===== src/rtl/rc_request_scheduler.sv =====
// Round-robin scheduler sharing one bitstream fetch engine between NUM_REQ requesters.
// Define RC_SCHED_TIMEOUT_EN to enable the watchdog on the engine handshake states.
`timescale 1ns/1ps
module rc_request_scheduler #(
  parameter int NUM_REQ        = 4,
  parameter int BS_LENGTH_BITS = 24,
  parameter int TIMEOUT_BITS   = 24,
  parameter int ID_W           = $clog2(NUM_REQ)
) (
  input  logic                              aclk,
  input  logic                              reset,
  input  logic [NUM_REQ-1:0]                req_valid,
  output logic [NUM_REQ-1:0]                req_ready,
  input  logic [NUM_REQ*32-1:0]             req_addr,
  input  logic [NUM_REQ*BS_LENGTH_BITS-1:0] req_length,
  output logic [31:0]                       rc_bs_addr,
  output logic [BS_LENGTH_BITS-1:0]         rc_bs_length_strobe,
  input  logic [1:0]                        rc_status,
  input  logic                              rc_decouple,
  output logic                              busy,
  output logic [ID_W-1:0]                   grant_id,
  output logic                              done_valid,
  output logic [ID_W-1:0]                   done_id,
  output logic                              done_error,
  output logic [TIMEOUT_BITS-1:0]           timeout_count
);

  localparam int unsigned NREQ    = NUM_REQ;
  localparam logic [1:0]  ST_BUSY = 2'd2;
  localparam logic [1:0]  ST_DONE = 2'd1;

  typedef enum logic [2:0] {
    IDLE,
    LAUNCH,
    WAIT_BUSY,
    WAIT_DONE,
    DRAIN,
    REPORT
  } state_t;

  state_t                    state;
  logic [ID_W-1:0]           last_grant;
  logic                      sel_found;
  logic [ID_W-1:0]           sel_id;
  logic [31:0]               sel_addr;
  logic [BS_LENGTH_BITS-1:0] sel_len;
  logic [TIMEOUT_BITS-1:0]   wd_next;
  logic                      wd_hit;

  // Round-robin search as two ordered passes: indices above last_grant, then the wrap-around.
  always_comb begin
    sel_found = 1'b0;
    sel_id    = '0;
    sel_addr  = '0;
    sel_len   = '0;
    for (int unsigned i = 0; i < NREQ; i++) begin
      if (!sel_found && req_valid[i] && (i > 32'(last_grant))) begin
        sel_found = 1'b1;
        sel_id    = ID_W'(i);
        sel_addr  = req_addr[32*i +: 32];
        sel_len   = req_length[BS_LENGTH_BITS*i +: BS_LENGTH_BITS];
      end
    end
    for (int unsigned i = 0; i < NREQ; i++) begin
      if (!sel_found && req_valid[i] && (i <= 32'(last_grant))) begin
        sel_found = 1'b1;
        sel_id    = ID_W'(i);
        sel_addr  = req_addr[32*i +: 32];
        sel_len   = req_length[BS_LENGTH_BITS*i +: BS_LENGTH_BITS];
      end
    end
  end

  always_comb begin
    req_ready = '0;
    if (!reset && (state == IDLE) && sel_found) begin
      req_ready[sel_id] = 1'b1;
    end
  end

`ifdef RC_SCHED_TIMEOUT_EN
  assign wd_next = (timeout_count == '1) ? timeout_count : timeout_count + TIMEOUT_BITS'(1);
  assign wd_hit  = (wd_next == '1);
`else
  assign wd_next = '0;
  assign wd_hit  = 1'b0;
`endif

  always_ff @(posedge aclk) begin
    if (reset) begin
      state               <= IDLE;
      last_grant          <= ID_W'(NUM_REQ - 1);
      rc_bs_addr          <= '0;
      rc_bs_length_strobe <= '0;
      busy                <= 1'b0;
      grant_id            <= '0;
      done_valid          <= 1'b0;
      done_id             <= '0;
      done_error          <= 1'b0;
      timeout_count       <= '0;
    end else begin
      rc_bs_length_strobe <= '0;
      done_valid          <= 1'b0;
      case (state)
        IDLE: begin
          if (sel_found) begin
            rc_bs_addr <= sel_addr;
            grant_id   <= sel_id;
            busy       <= 1'b1;
            if (sel_len != '0) begin
              state               <= LAUNCH;
              rc_bs_length_strobe <= sel_len;
            end else begin
              // Zero length never reaches the engine; report straight away as an error.
              state      <= REPORT;
              done_valid <= 1'b1;
              done_id    <= sel_id;
              done_error <= 1'b1;
            end
          end
        end
        LAUNCH: begin
          timeout_count <= '0;
          state         <= WAIT_BUSY;
        end
        WAIT_BUSY: begin
          timeout_count <= wd_next;
          if (rc_status == ST_BUSY) begin
            state <= WAIT_DONE;
          end else if (wd_hit) begin
            state      <= REPORT;
            done_valid <= 1'b1;
            done_id    <= grant_id;
            done_error <= 1'b1;
          end
        end
        WAIT_DONE: begin
          timeout_count <= wd_next;
          if (rc_status == ST_DONE) begin
            state <= DRAIN;
          end else if (wd_hit) begin
            state      <= REPORT;
            done_valid <= 1'b1;
            done_id    <= grant_id;
            done_error <= 1'b1;
          end
        end
        DRAIN: begin
          timeout_count <= wd_next;
          if (!rc_decouple) begin
            state      <= REPORT;
            done_valid <= 1'b1;
            done_id    <= grant_id;
            done_error <= 1'b0;
          end else if (wd_hit) begin
            state      <= REPORT;
            done_valid <= 1'b1;
            done_id    <= grant_id;
            done_error <= 1'b1;
          end
        end
        REPORT: begin
          last_grant <= grant_id;
          busy       <= 1'b0;
          state      <= IDLE;
        end
        default: begin
          state <= IDLE;
          busy  <= 1'b0;
        end
      endcase
    end
  end

endmodule


===== config.mk =====
export PLATFORM = sky130hd
export DESIGN_NAME = rc_request_scheduler
export DESIGN_NICKNAME = d
export VERILOG_FILES = /design/src/rtl/rc_request_scheduler.sv
export SDC_FILE = /design/constraint.sdc
export NUM_CORES = 1
export LEC_CHECK = 0
export BUFFER_PORTS_ARGS = -buffer_cell sky130_fd_sc_hd__buf_4
export CAP_MARGIN = 20
export CORE_MARGIN = 5
export CORE_UTILIZATION = 35
export CTS_BUF_LIST = sky130_fd_sc_hd__clkbuf_16
export CTS_CLUSTER_DIAMETER = 150
export CTS_CLUSTER_SIZE = 16
export DETAILED_ROUTE_END_ITERATION = 8
export PLACE_DENSITY = 0.75
export SKIP_CTS_REPAIR_TIMING = 1
export SYNTH_ARGS = -nofsm -noshare
export SYNTH_HDL_FRONTEND = slang
export SYNTH_SLANG_ARGS = --single-unit

===== constraint.sdc =====
create_clock -name aclk -period 2.9 [get_ports aclk]
set_input_delay 0.145 -clock aclk [delete_from_list [all_inputs] [get_ports aclk]]
set_output_delay 0.145 -clock aclk [all_outputs]
set_load 0.02 [all_outputs]

# Word-level counts from Yosys, hierarchy flattened

Index checks and enable logic that the tools add are counted.

Order comparisons: 8
Equality and inequality tests: 12
Mux-type cells: 51
Bitwise logic cells: 4
Reduce and logical (&&, ||, !) cells: 31

Operators by type and width:

| cell                                                | number |
|---|---|
| 2-to-1 mux 32 bit                                   | 7 |
| 2-to-1 mux 24 bit                                   | 7 |
| nonzero test 24 bit                                 | 1 |
| 2-to-1 mux 2 bit                                    | 9 |
| 2-to-1 mux 1 bit                                    | 16 |
| logical AND 1 bit                                   | 15 |
| 2-to-1 mux 3 bit                                    | 5 |
| case mux 3 bit (5 select lines)                     | 1 |
| inequality test 2 bit (second input constant)       | 5 |
| AND reduction 4 bit                                 | 2 |
| OR reduction 4 bit                                  | 2 |
| logical NOT 1 bit                                   | 7 |
| == test 3 x 2 -> 1 bit (second input constant)      | 2 |
| == test 3 bit (second input constant)               | 2 |
| case mux 1 bit (2 select lines)                     | 3 |
| > comparator 2 bit (first input constant)           | 2 |
| <= comparator 2 bit (first input constant)          | 2 |
| 2-to-1 mux 4 bit                                    | 1 |
| inverter 1 bit                                      | 4 |
| case mux 2 bit (2 select lines)                     | 1 |
| AND reduction 2 bit                                 | 2 |
| == test 3 x 1 -> 1 bit (second input constant)      | 1 |
| logical NOT 3 bit                                   | 1 |
| < comparator 2 x 3 -> 1 bit (second input constant) | 1 |
| other kinds (7)                                     | 7 |

Register bits: 68
Input port bits: 233
Output and inout port bits: 91
Logic and storage cells: 115

# Depth between registers and ports, before layout

Gate-level depths: netlist of run 1.

Word-level depth: 31
Mapped depth: 14
Mapped depth without buffers: 10

# Least setup slack after synthesis of run 1

Ideal clock, no wire load.

Path type: reg2reg
From: register last_grant[1]
To: register done_id[0]
Library setup time: 84 ps
Data arrival time: 2541 ps
Required time: 2816 ps
Path slack: 274 ps
Cell stages (with the launch flop): 12
Path buffers: 1
Clock period less this slack: 2626 ps
Path through: dfxtp_1 -> buf_4 -> nor3b_4 -> nand4b_1 -> nand2_1 -> a21oi_1 -> o22a_1 -> nand4_2 -> nor3_2 -> and2_4 -> or4b_2 -> o31ai_2

Cells in the longest elaborated chain, start to end: 29
Elaborated cells on any way between the ends: 52
Classes of those cells: 6 x order compare; 2 x eq/ne; 24 x mux; 20 x reduce/logical

Ends and longest elaborated chain:

| element                                                                                        | RTL line | source |
|---|---|---|
| start, declared                                                                                | 42       | `logic [ID_W-1:0] last_grant;` |
| start signal, assigned                                                                         | 92       | `last_grant <= ID_W'(NUM_REQ - 1);` |
| start signal, assigned                                                                         | 163      | `last_grant <= grant_id;` |
| > comparator 1 x 2 -> 1 bit                                                                    | 57       | `if (!sel_found && req_valid[i] && (i > 32'(last_grant))) begin` |
| logical AND 1 bit                                                                              | 57       |  |
| 2-to-1 mux 1 bit                                                                               | 57       |  |
| logical NOT 1 bit                                                                              | 57       |  |
| logical AND 1 bit (2 in a row)                                                                 | 57       |  |
| 2-to-1 mux 1 bit                                                                               | 57       |  |
| logical NOT 1 bit                                                                              | 57       |  |
| logical AND 1 bit (2 in a row)                                                                 | 57       |  |
| [9 not listed]                                                                                 | --       |  |
| logical AND 1 bit (2 in a row)                                                                 | 65       | `if (!sel_found && req_valid[i] && (i <= 32'(last_grant))) begin` |
| 2-to-1 mux 1 bit                                                                               | 65       |  |
| logical NOT 1 bit                                                                              | 65       |  |
| logical AND 1 bit (2 in a row)                                                                 | 65       |  |
| 2-to-1 mux 24 bit / 2-to-1 mux 2 bit (equally long branches)                                   | 65       |  |
| nonzero test 24 bit / 2-to-1 mux 2 bit (equally long branches)                                 | 110      | `if (sel_len != '0) begin` |
| inequality test 2 bit (no source line) / 2-to-1 mux 2 bit (equally long branches)              | --       |  |
| AND reduction 4 bit (no source line) / case mux 2 bit (2 select lines) (equally long branches) | --       |  |
| end signal, assigned                                                                           | 117      | `done_id <= sel_id;` |
| end signal, assigned                                                                           | 133      | `done_id <= grant_id;` |
| end signal, assigned                                                                           | 144      | `done_id <= grant_id;` |
| end, declared                                                                                  | 23       | `output logic [ID_W-1:0] done_id,` |

Parallel ways exist; a longest one is shown, timed or not. The select of a mux whose other input is x is not followed.
A chain may end at the register's enable or synchronous reset.

# Worst setup path after layout of run 1

From: register last_grant[0]
To: register done_id[0]

The elaborated chain is that of the path after synthesis.

==> results list, run 1 <==
* Outcome: finished clean
* Fin util: 0.5527
- #FFs+latches synth: 68
- The initialized floorplan defines 44 standard-cell rows.
- Leakage power: 3.507 nW
* Warning count from the yosys run: 0
- In the detailed route, the total length drawn on met3 is 3.036 mm.
* Worst endpoint required time: between 3000 and 4000 ps
- approximately 320 I/O pins were placed.
* Number of antenna violations at the first check in global routing: 0
- The first global-routing pass estimated 35.45 mm of wire.
- STA classifies the critical path startpoint as a register.
- For this run the aggregate overflow at the end of global routing stands at 0.
- For this run, the number of standard cells in the final layout without fillers is between 1000 and 1500.
* Path type of the worst setup path: reg2reg
- Layout net count: around 1200
* Width of the die: 131.0 um
* Period utilization: 0.9947
- The congestion estimate from routability-driven global placement came to just over 0.9.
- Met2 WL post-DR: ~12 mm
- In the final layout, the share of cells above drive strength 1 is 0.4083.
- The signal on the critical path passes through buf_4 > a22oi_2 > or2_1 > buf_4 > o221a_2 > a222oi_1 > buf_4 > nand4_1 > nor3_2 > and2_4 > buf_4 > nor2_2 > o31ai_2.
* Clock tree from TritonCTS: yes
- GRT Resource Usage Total: 0.2633
- Average vias per placed instance: ~6
- Residual antenna-violating net count after detailed routing: 0
- Proportion of synthesized flip-flops having asynchronous set or reset: 0
* Stage delay of the slowest cell on the critical path: approximately 380 ps
- PwrDens: approximately 430 nW/um^2
- The count of buffers added on input and output ports is 299.
- TritonCTS Sinks: 68
* Critical Path End Type: register
- Cell area after placement: around 7600 um^2
- Post-route standard cell area excluding fillers: 7973 um^2
* Sum of net half-perimeters after detailed placement: around 18 mm
- Post-layout minimum cycle time: about 2900 ps
* # Max-Cap Violations: 0
- Number of DRC violations after detailed-routing iteration 0: between 900 and 1000
- Setup Viol. Count Final: 0
- The number of antenna diodes in the final layout is 0.
- Maximum number of pins on one net before global-route repair: slightly below 50
* Gate count of the mapped netlist: 690
* Die Area: ~17000 um^2
- Counting the fill cells in the layout gives between 1000 and 1500.
- Area grow syn2layout: 55.53%
- Most instantiated flip-flop cell in the synthesis netlist: sky130_fd_sc_hd__dfxtp_1
- The cell sitting at the root of the clock tree is a sky130_fd_sc_hd__clkbuf_16.
- After detailed placement, the design holds a cell count of approximately 1200.
- Headroom to the max-slew limit: 0.5607
* # H-tree levels: 3
* Post-synthesis average cell area: roughly 7.4 um^2
* Final routed wire length divided by cell count: about 21 um
- Summing all multi-input logic gate instances after layout gives 3411 um^2.
- Post-route DRC violation count: 0
- Clock skew on the completed layout was measured at approximately 7.9 ps.
- Initial cell density of the core: 0.3554
* Maximum vdd ir drop: about 0.00033 V
- For this block, wires on met1 add up to between 8 and 9 mm.
- Based on the critical path, the design can be clocked at up to 346.7 MHz.
* Die boundary height: 131.0 um
- The number of pins exceeding their max-slew limit in the final report was 0.
- In this run, CTS created clock tree buffers numbering 9.
* Crit-path most repeated cell: sky130_fd_sc_hd__buf_4
- Synthesis instantiated 64 different standard cells from the library.
- After clock tree synthesis, the clock-pin slew on the worst setup and hold paths is roughly 60 ps.
- Max Root-Sink Buffers: 2
- Data on the critical path arrives at its endpoint at 3140 ps.
- Pin slew with the least headroom to its limit: approximately 650 ps
- The number of failing hold endpoints at the final stage is 0.
- Count of flip-flops with a built-in enable after synthesis: 0
* Sequential cell area fraction in the yosys report: 0.2656
- Of all nets on the critical path, the largest fanout is 9.
* Total detailed-routing wirelength: roughly 25 mm
- Slowest cell on the critical path: sky130_fd_sc_hd__dfxtp_4
* Top routing layer in use: met4
- The via count of the first global-routing pass came to 6747.
- The min-delay analysis places its worst path in the category in2reg.
- After layout, the design draws a total of roughly 3.4 mW.
- 1st-pass router iterations: 7
* FF/Latch Area: 1366 um^2
- The routed layout has ~7000 vias.
* Clock network latency to the later pin of the worst-skew pair: 340 ps
- In this run the standard cell core region covers approximately 14000 um^2.
- After synthesis the cells add up to roughly 5100 um^2.
-- logic make-up after synthesis --
logic type | Yosys count | share of synthesized area
buffers and inverters | 95 | 0.09690
and+or+nand+nor | 233 | 0.2194
AOI/OAI and AO/OA | 291 | 0.4132
DFF | 68 | 0.2656
muxes | 2 | 0.004149
other | 1 | 0.0007315
-- state kept, by name, summed over array words and instances (netlist names) --
signal and flops:
rc_bs_addr 32, rc_bs_length_strobe 24, state 3, done_id 2, grant_id 2, last_grant 2, busy 1, done_error 1
done_valid 1
-- area by class of cell --
type                            instances  share of cell area
Multi-Input combinational cell        550              0.4278
Timing Repair Buffer                  355              0.3379
Sequential cell                        68              0.1714
Tap cell                              184             0.02888
Clock buffer                            9             0.02825
Clock inverter                          7            0.004394
Inverter                                3            0.001412
-- placed cells by master (no fill, tap or decap), types with 12 or more instances in the layout --
cell type / instances
sky130_fd_sc_hd__nor2_1: 101
sky130_fd_sc_hd__o21ai_0: 12
sky130_fd_sc_hd__buf_4: 352
sky130_fd_sc_hd__nand3_1: 26
sky130_fd_sc_hd__conb_1: 24
sky130_fd_sc_hd__a222oi_1: 41
sky130_fd_sc_hd__dfxtp_1: 66
sky130_fd_sc_hd__a211oi_1: 44
sky130_fd_sc_hd__a221oi_1: 32
sky130_fd_sc_hd__nand2_1: 36
sky130_fd_sc_hd__a21oi_1: 94
sky130_fd_sc_hd__o22ai_1: 12
-- cells in the mapped netlist, types with 2 or more instances --
| master | n | area (um^2) |
|---|---|---|
| sky130_fd_sc_hd__a221oi_1 | 32 | 280.3 |
| sky130_fd_sc_hd__and3_1 | 6 | 37.54 |
| sky130_fd_sc_hd__a211oi_1 | 44 | 330.3 |
| sky130_fd_sc_hd__nor3_1 | 10 | 50.05 |
| sky130_fd_sc_hd__clkbuf_1 | 46 | 172.7 |
| sky130_fd_sc_hd__o21a_1 | 4 | 30.03 |
| sky130_fd_sc_hd__o221a_2 | 7 | 78.83 |
| sky130_fd_sc_hd__o22a_1 | 6 | 52.55 |
| sky130_fd_sc_hd__a31oi_1 | 4 | 25.02 |
| sky130_fd_sc_hd__nand2b_1 | 8 | 50.05 |
| sky130_fd_sc_hd__nor2_1 | 104 | 390.4 |
| sky130_fd_sc_hd__and2b_1 | 3 | 22.52 |
| sky130_fd_sc_hd__nor3b_1 | 2 | 15.01 |
| sky130_fd_sc_hd__inv_1 | 3 | 11.26 |
| sky130_fd_sc_hd__nand3b_1 | 4 | 30.03 |
| sky130_fd_sc_hd__nand3_1 | 26 | 130.1 |
| sky130_fd_sc_hd__and2_4 | 2 | 17.52 |
| sky130_fd_sc_hd__a211o_1 | 9 | 78.83 |
| sky130_fd_sc_hd__o21ai_0 | 12 | 60.06 |
| sky130_fd_sc_hd__nand2_1 | 36 | 135.1 |
| sky130_fd_sc_hd__a222oi_1 | 41 | 410.4 |
| sky130_fd_sc_hd__nor4_1 | 3 | 18.77 |
| sky130_fd_sc_hd__a22o_1 | 4 | 35.03 |
| sky130_fd_sc_hd__o21bai_1 | 2 | 15.01 |
| sky130_fd_sc_hd__and2_1 | 7 | 43.79 |
| sky130_fd_sc_hd__buf_1 | 6 | 22.52 |
| sky130_fd_sc_hd__nand4_1 | 4 | 25.02 |
| sky130_fd_sc_hd__buf_2 | 10 | 50.05 |
| sky130_fd_sc_hd__and4b_1 | 2 | 20.02 |
| sky130_fd_sc_hd__nor2b_1 | 2 | 12.51 |
| sky130_fd_sc_hd__dfxtp_1 | 68 | 1361 |
| sky130_fd_sc_hd__buf_4 | 26 | 195.2 |
| sky130_fd_sc_hd__or3_1 | 4 | 25.02 |
| sky130_fd_sc_hd__o22ai_1 | 12 | 75.07 |
| sky130_fd_sc_hd__o31ai_1 | 4 | 30.03 |
| sky130_fd_sc_hd__a21oi_1 | 96 | 480.5 |
| sky130_fd_sc_hd__buf_6 | 4 | 45.04 |
-- critical path, delay by kind of cell (launching register included) --
family / cells / cell delay [ps]
compound gates: 4 / 920
buf+inv: 4 / 650
flops: 1 / 380
simple gates: 5 / 860
-- path summary, 6_finish.rpt --
kind,slack (ps),cells past startpoint,start,to
setup / recovery,20,13,last_grant[0]$_SDFFE_PP1N_,done_id[0]$_SDFFE_PP0P_
hold / removal,130,3,req_addr[45],rc_bs_addr[13]$_SDFFE_PP0P_
setup reg to reg,20,13,last_grant[0]$_SDFFE_PP1N_,done_id[0]$_SDFFE_PP0P_
hold reg to reg,480,2,done_id[1]$_SDFFE_PP0P_,done_id[1]$_SDFFE_PP0P_
-- where the power goes --
part | leakage (nW) | internal, mW | switching (mW)
combinational | 2.81 | 0.605 | 0.715
sequential | 0.561 | 1.05 | 0.0652
clock | 0.135 | 0.566 | 0.426
total | 3.51 | 2.23 | 1.21
-- per-layer routing --
metal / up-vias / track usage
li1: 3241 / -
met1: 3232 / 0.3221
met2: 539 / 0.4280
met3: 77 / 0.06138
met4: 0 / 0.1404
met5: - / 0
-- through the flow --
step / setup slack [ps] / hold WS (ps) / TNS [ps]
after floorplan: 274.2 / 313.2 / 0
after global placement: 12.77 / 464.9 / 0
after detailed placement: -39.38 / 456.3 / -51.15
after CTS: -73.03 / 101.0 / -88.37
after global routing: -73.69 / 139.0 / -110.0
final: 15.37 / 134.5 / 0
Power figures use the tool's default switching activity.
==> run 2: changes to the inputs <==
--- a/config.mk
+++ b/config.mk
@@ -8,12 +8,12 @@
 export BUFFER_PORTS_ARGS = -buffer_cell sky130_fd_sc_hd__buf_4
 export CAP_MARGIN = 20
 export CORE_MARGIN = 5
-export CORE_UTILIZATION = 35
+export CORE_UTILIZATION = 25
 export CTS_BUF_LIST = sky130_fd_sc_hd__clkbuf_16
 export CTS_CLUSTER_DIAMETER = 150
 export CTS_CLUSTER_SIZE = 16
 export DETAILED_ROUTE_END_ITERATION = 8
-export PLACE_DENSITY = 0.75
+export PLACE_DENSITY = 0.59
 export SKIP_CTS_REPAIR_TIMING = 1
 export SYNTH_ARGS = -nofsm -noshare
 export SYNTH_HDL_FRONTEND = slang
==> run 2 against run 1 <==
Compared with the run above: non-clock buffer count up 4; hold slack worse by 11 ps; core utilization down 15 points; maximum frequency up 3.2%; largest cell class unchanged.
==> results list, run 2 (same netlist as run 1, synthesis figures left out) <==
- The ratio of cells with drive above 1 in the final layout is 0.4195 (+0.01125).
* Arrival time reported for the critical path endpoint: 3030 ps (-110 ps)
- The number of clock sinks was 68 (unchanged).
- The deepest clock path buffer count is 2 (unchanged).
- The post-detailed-placement half-perimeter wirelength came to 20.21 mm (+10%).
- The relative slew slack is 0.5569 (-0.003804).
- Count of placed standard cells in the final layout, fillers left out: 1264 (+7.5%)
- Setup Viol. Count Final: 0 (unchanged)
* # H-tree levels: 3 (unchanged)
* Fmax: 357.6 MHz (+3.2%)
- Grt ovf: 0 (unchanged)
- Critical Path End Type: register
- Number of DRC violations after detailed-routing iteration 0: 551 (-43%)
- Final Max Slew Viols: 0 (unchanged)
- Maximum number of pins on one net before global-route repair: 49 (unchanged)
- PwrDens: 433.3 nW/um^2 (+0.66%)
* Period utilization: 0.9643 (-0.03043)
- Clock tree from TritonCTS: yes
* Startpoint kind of the worst setup timing path: register
* Width of the die: 153.2 um (+17%)
* Pre-CTS worst setup slack: -84.29 ps (-44.91 ps)
* Final Worst Setup Slack: 103.6 ps (+88.26 ps)
- The placeable core region came to 20230 um^2 (+40%).
- The die area was 23470 um^2 (+37%).
* Std cell rows: 52 (+18%)
- The worst-case vdd ir drop came to 0.0002450 V (-25%).
- Stage delay of the slowest cell on the critical path: 410 ps (+30 ps)
* Clock network latency to the later pin of the worst-skew pair: 340 ps (about the same)
* # Max-Cap Violations: 0 (unchanged)
- The post-CTS clock slew at the launch and capture registers of the worst setup and hold paths was 60 ps (about the same).
- Path type of the worst setup path: reg2reg
- Worst endpoint required time: 3130 ps (-20 ps)
* Path class of the lowest-slack min-delay path: in2reg
- Hold slack final: 123.2 ps (-11.26 ps)
- Die boundary height: 153.2 um (+17%)
* CTS Buf Count: 9 (unchanged)
- Maximum fanout along the worst path: 6 (-3)
* Number of cells after detailed placement: 1243 (+7.4%)
* GRT Resource Usage Total: 0.2145 (-0.04885)
- Final routed wire length divided by cell count: 21.18 um (+1.2%)
* Slowest cell on the critical path: sky130_fd_sc_hd__or3_4
- Setup repair after global routing could not meet its margin everywhere.
- The vias after detailed routing was 6966 (-1.7%).
* Number of antenna violations at the first check in global routing: 0 (unchanged)
- First-pass GRT wire length: 40.12 mm (+13%)
- Post-layout minimum cycle time: 2796 ps (-88.26 ps)
* Leakage power: 3.536 nW (+0.82%)
- CP Buf/Inv Count: 2 (-2)
* Final weighted congestion in routability-driven placement: 0.9111 (-2.0%)
* 1st-pass router iterations: 7 (unchanged)
- Cell at the root of the clock tree: sky130_fd_sc_hd__clkbuf_16
- Pin slew with the least headroom to its limit: 657.7 ps (+5.646 ps)
- The number of failing hold endpoints at the final stage is 0 (unchanged).
* Total detailed-routing wirelength: 26.78 mm (+8.8%)
- Residual antenna-violating net count after detailed routing: 0 (unchanged)
- The starting utilization of the core area was 0.2533 (-0.1021).
- The number of diodes added for antenna fixing was 0 (unchanged).
- Gate family responsible for the most delay along the worst path: simple AND/OR/NAND/NOR gates
* Count of input and output buffers: 299 (unchanged)
* Outcome: finished clean
- Counting flops per register, the top entry is rc_bs_addr.
- The count of boundary I/O pins is 324 (unchanged).
- Layout net count: 1225 (+0.41%)
- The via count of the first global-routing pass is 7040 (+4.3%).
- The most numerous cell type found on the critical path is sky130_fd_sc_hd__buf_4.
- The area growth from synthesis to layout is 59.26%.
* Sequence of cells on the critical path: and2b_2 > o21ai_4 > buf_4 > and3_1 > o31ai_1 > a21oi_1 > or3_4 > nor4_4 > and2_4 > buf_4 > o21ai_0 > o41ai_1
- Fin Clk Skew: 5.463 ps (-2.456 ps)
* Number of flip-flops in the largest register: 32 (unchanged)
- Leaving out fill and tap cells, the most frequent cell in the layout is sky130_fd_sc_hd__buf_4.
- The DRC violation count after routing came to 0 (unchanged).
* Top flop regs: rc_bs_addr: 32 flops, rc_bs_length_strobe: 24 flops, state: 3 flops
* Average vias per placed instance: 5.511 (-8.6%)
- The library cells used most frequently in the layout, excluding fill and tap cells, are 354 x sky130_fd_sc_hd__buf_4, 101 x sky130_fd_sc_hd__nor2_1, 96 x sky130_fd_sc_hd__a21oi_1.
run 2: worst paths after layout:
check	start	to	slack, ps	cells after the start
hold / removal	req_length[64]	rc_bs_length_strobe[16]$_SDFF_PP0_	120	3
setup / recovery	last_grant[0]$_SDFFE_PP1N_	done_id[1]$_SDFFE_PP0P_	100	12
hold reg to reg	done_id[1]$_SDFFE_PP0P_	done_id[1]$_SDFFE_PP0P_	490	2
setup reg to reg	last_grant[0]$_SDFFE_PP1N_	done_id[1]$_SDFFE_PP0P_	100	12
run 2: metrics by stage:
| stage | setup TNS, ps | utilization | total power [mW] | instance area [um^2] |
|---|---|---|---|---|
| floorplan | 0 | - | 1.803 | 5213 |
| global route | -6.265 | 0.4035 | 3.727 | 8164 |
| detailed placement | -719.4 | 0.3824 | 2.458 | 7737 |
| finish | 0 | 0.4035 | 3.538 | 8164 |
| global placement | -578.7 | 0.3824 | 2.459 | 7737 |
| CTS | -917.1 | 0.3957 | 3.555 | 8006 |
run 2: where the power goes:
| part | internal (mW) | switching (mW) |
|---|---|---|
| clock | 0.646 | 0.435 |
| sequential | 1.05 | 0.0695 |
| combinational | 0.611 | 0.723 |
| total | 2.31 | 1.23 |
run 2: layout make-up:
class / count / area (um^2)
Clock buffer: 9 / 225.2
Multi-Input combinational cell: 551 / 3457
Fill cell: 2147 / 12070
Sequential cell: 68 / 1366
Timing Repair Buffer: 359 / 2723
Inverter: 3 / 11.26
Tap cell: 270 / 337.8
Clock inverter: 4 / 43.79
run 2: worst min-delay path, delay by kind of cell:
family | cells | cell delay (ps)
AND/OR/NAND/NOR | 1 | 100
buffers and inverters | 1 | 90
AO/OA/AOI/OAI | 1 | 90
run 2: per-layer routing:
| layer | part of all wire | routed length [um] | GRT usage | vias up |
|---|---|---|---|---|
| li1 | - | - | - | 3247 |
| met1 | 0.39 | 10480 | 0.2578 | 3254 |
| met2 | 0.48 | 12750 | 0.3592 | 422 |
| met3 | 0.10 | 2740 | 0.06333 | 43 |
| met4 | 0.030 | 800 | 0.08570 | 0 |
| met5 | 0 | 0 | 0 | - |
==> run 3: changes to the inputs <==
--- a/config.mk
+++ b/config.mk
@@ -8,13 +8,14 @@
 export BUFFER_PORTS_ARGS = -buffer_cell sky130_fd_sc_hd__buf_4
 export CAP_MARGIN = 20
 export CORE_MARGIN = 5
-export CORE_UTILIZATION = 25
-export CTS_BUF_LIST = sky130_fd_sc_hd__clkbuf_16
+export CORE_UTILIZATION = 38
+export CTS_BUF_LIST = sky130_fd_sc_hd__clkbuf_8
 export CTS_CLUSTER_DIAMETER = 150
 export CTS_CLUSTER_SIZE = 16
 export DETAILED_ROUTE_END_ITERATION = 8
-export PLACE_DENSITY = 0.59
+export PLACE_DENSITY = 0.8
 export SKIP_CTS_REPAIR_TIMING = 1
+export SKIP_LAST_GASP = 1
 export SYNTH_ARGS = -nofsm -noshare
 export SYNTH_HDL_FRONTEND = slang
 export SYNTH_SLANG_ARGS = --single-unit
==> run 3 against run 2 <==
Compared with the run above: the flow now finishes with violations (setup timing); count of clock-buffer cells in the layout increased by 2; maximum frequency decreased by 4.7%; routed wire length down 8.9%; core utilization is 18 points higher; hold slack worse by 29 ps; critical path type unchanged.
==> results list, run 3 (same netlist as run 1, synthesis figures left out) <==
* Arrival time reported for the critical path endpoint: 3210 ps (+180 ps)
- The vias after detailed routing came to 7070 (+1.5%).
- PwrDens: 407.6 nW/um^2 (-5.9%)
- The overall die height is 126.1 um (-18%).
- The die area came to 15910 um^2 (-32%).
* Critical Path End Type: register
* Worst endpoint required time: 3180 ps (+50 ps)
- Total detailed-routing wirelength: 24.41 mm (-8.9%)
- The worst clock skew is 11.17 ps (+5.704 ps).
* Maximum vdd ir drop: 0.0002610 V (+6.5%)
- The number of failing hold endpoints at the final stage was 0 (unchanged).
- Number of flip-flops in the largest register: 32 (unchanged)
* Number of fillers in the final layout: 1296 (-40%)
- Maximum number of pins on one net before global-route repair: 49 (unchanged)
- Count of input and output buffers: 299 (unchanged)
- Pin slew with the least headroom to its limit: 732.8 ps (+75.10 ps)
- The slowest stage of the critical path belongs to the cell sky130_fd_sc_hd__or4b_2.
- Design internal power: 2.004 mW (-13%)
* Stage delay of the slowest cell on the critical path: 640 ps (+230 ps)
- The ratio of cells with drive above 1 in the final layout is 0.3971 (-0.02237).
* Cell at the root of the clock tree: sky130_fd_sc_hd__clkbuf_8
* Area grow syn2layout: 51.53%
* Headroom to the max-slew limit: 0.5077 (-0.04919)
- Counting flops per register, the top entry is rc_bs_addr.
- The average wire per cell in the routed design came to 21.06 um (-0.59%).
- First-pass GRT wire length: 36.24 mm (-9.7%)
- The checks that failed: setup timing.
* Final sum of negative setup slack: -35.36 ps (-35.36 ps)
- The worst hold path begins at req_length[56].
* Combinational cell fraction of total power: 0.414 (+0.037)
- The violation count after the first detailed-routing iteration was 831 (+51%).
* Count of placed standard cells in the final layout, fillers left out: 1159 (-8.3%)
* Clock tree from TritonCTS: yes
* Final Worst Setup Slack: -35.36 ps (-139.0 ps)
- Pre-CTS worst setup slack: -3.620 ps (+80.67 ps)
- The cell area after layout is 7767 um^2 (-4.9%).
- Sequence of cells on the critical path: buf_4 > mux2_2 > nand2_1 > o31ai_1 > a211oi_1 > nor4_1 > nand4_1 > nor4_2 > and2_4 > or4b_2 > o31ai_2
- Initial cell density of the core: 0.3871 (+0.1338)
* Width of the die: 126.1 um (-18%)
* Worst setup path startpoint: last_grant[0]$_SDFFE_PP1N_
- The flow ran to the end, but the final reports show violations.
* Max Root-Sink Buffers: 2 (unchanged)
* Period utilization: 1.012 (+0.04793)
* Number of antenna violations at the first check in global routing: 1 (+1)
* Vias in the first global route: 6706 (-4.7%)
* Post-layout minimum cycle time: 2935 ps (+139.0 ps)
* Sum of net half-perimeters after detailed placement: 18.69 mm (-7.5%)
* Std cell rows: 42 (-19%)
- # Max-Cap Violations: 0 (unchanged)
* Startpoint kind of the worst setup timing path: register
- The library cell used most frequently in the layout, excluding fill and tap cells, is sky130_fd_sc_hd__buf_4.
- Setup slack, reg-to-reg: -40 ps (-140 ps)
- The number of CTS-inserted buffers was 9 (unchanged).
* Setup Viol. Count Final: 1 (+1)
- # H-tree levels: 3 (unchanged)
- The worst hold slack after final layout came to 93.86 ps (-29.35 ps).
- The worst register-to-register path begins at last_grant[0]$_SDFFE_PP1N_.
* Number of cells after detailed placement: 1140 (-8.3%)
* Cell area after placement: 7565 um^2 (-2.2%)
- Layout net count: 1210 (-1.2%)
* Final Max Slew Viols: 0 (unchanged)
- Clock network latency to the later pin of the worst-skew pair: 360 ps (+20 ps)
- Number of I/O pins: 324 (unchanged)
- The detailed-route vias per instance was 6.100 (+11%).
- Sequential cell fraction of total power: 0.353 (+0.035)
- Residual antenna-violating net count after detailed routing: 0 (unchanged)
* Switching fraction of total power: 0.3670 (+0.02015)
- The depth of the most critical reg-to-reg path came to 11 (-1).
* Switching power: 1.162 mW (-5.3%)
* Core outline area: 13240 um^2 (-35%)
- Overall power after layout: 3.166 mW (-10%)
- The worst register-to-register path ends at done_id[0]$_SDFFE_PP0P_.
- The total congestion overflow is 0 (unchanged).
* Leakage power: 3.407 nW (-3.7%)
- Clock-pin slew on the worst setup and hold paths: 70 ps (about the same)
- Most frequent cells in the layout: 343 x sky130_fd_sc_hd__buf_4, 102 x sky130_fd_sc_hd__nor2_1, 96 x sky130_fd_sc_hd__a21oi_1
* Fin util: 0.5865 (+0.1831)
- The number of detailed-routing iterations run before antenna repair came to 8 (+1).
* Capture endpoint of the worst hold path: rc_bs_length_strobe[8]$_SDFF_PP0_
* Worst Hold Path Cells: 3 (unchanged)
* Path type of the worst setup path: reg2reg
- Clock power share: 0.233 (-0.073)
* Path class of the lowest-slack min-delay path: in2reg
- Fmax: 340.7 MHz (-4.7%)
- The final weighted congestion in routability-driven placement came to 0.9831 (+7.9%).
- TritonCTS Sinks: 68 (unchanged)
* RSZ-0062 raised after global routing: true
* Maximum fanout along the worst path: 11 (+5)
- Post-route DRC violation count: 0 (unchanged)
- The largest registers in the layout are rc_bs_addr: 32 flops, rc_bs_length_strobe: 24 flops, state: 3 flops.
- The total routing usage reported by global routing was 0.2826 (+0.06811).
## run 3: cell type report
type	count	area, um^2	area share
Timing Repair Buffer	345	2615	0.3367
Tap cell	176	220.2	0.02835
Clock inverter	5	27.53	0.003544
Multi-Input combinational cell	550	3378	0.4349
Inverter	3	11.26	0.001450
Antenna cell	1	2.502	0.0003222
Clock buffer	11	151.4	0.01949
Sequential cell	68	1361	0.1753
## run 3: worst max-delay path by stage
stage	cells after the start	endpoint
floorplan	11	done_id[0]$_SDFFE_PP0P_
global placement	9	rc_bs_length_strobe[4]$_SDFF_PP0_
detailed placement	10	done_id[0]$_SDFFE_PP0P_
CTS	11	done_id[0]$_SDFFE_PP0P_
global route	11	done_id[0]$_SDFFE_PP0P_
finish	11	done_id[0]$_SDFFE_PP0P_
## run 3: critical path, delay by kind of cell, from the launching register on
| kind | cells | cell delay, ps |
|---|---|---|
| buf+inv | 1 | 170 |
| simple gates | 6 | 1460 |
| flops | 1 | 360 |
| compound gates | 3 | 600 |
| mux | 1 | 250 |
## run 3: per-layer routing
layer	routed length, um	global-route usage	up-vias	part of all wire
met1	9191	0.3358	3276	0.38
li1	-	-	3222	-
met5	0	0	-	0
met3	2789	0.08467	56	0.11
met2	11690	0.4779	516	0.48
met4	733	0.1110	0	0.030
## run 3: power by group through the flow
stage	Combinational (mW)	Sequential [mW]	Clock (mW)
after floorplan	0.534	1.27	0
after global routing	1.40	1.13	0.796
after global placement	1.29	1.13	0
final	1.31	1.12	0.737
after CTS	1.30	1.12	0.758
after detailed placement	1.29	1.14	0
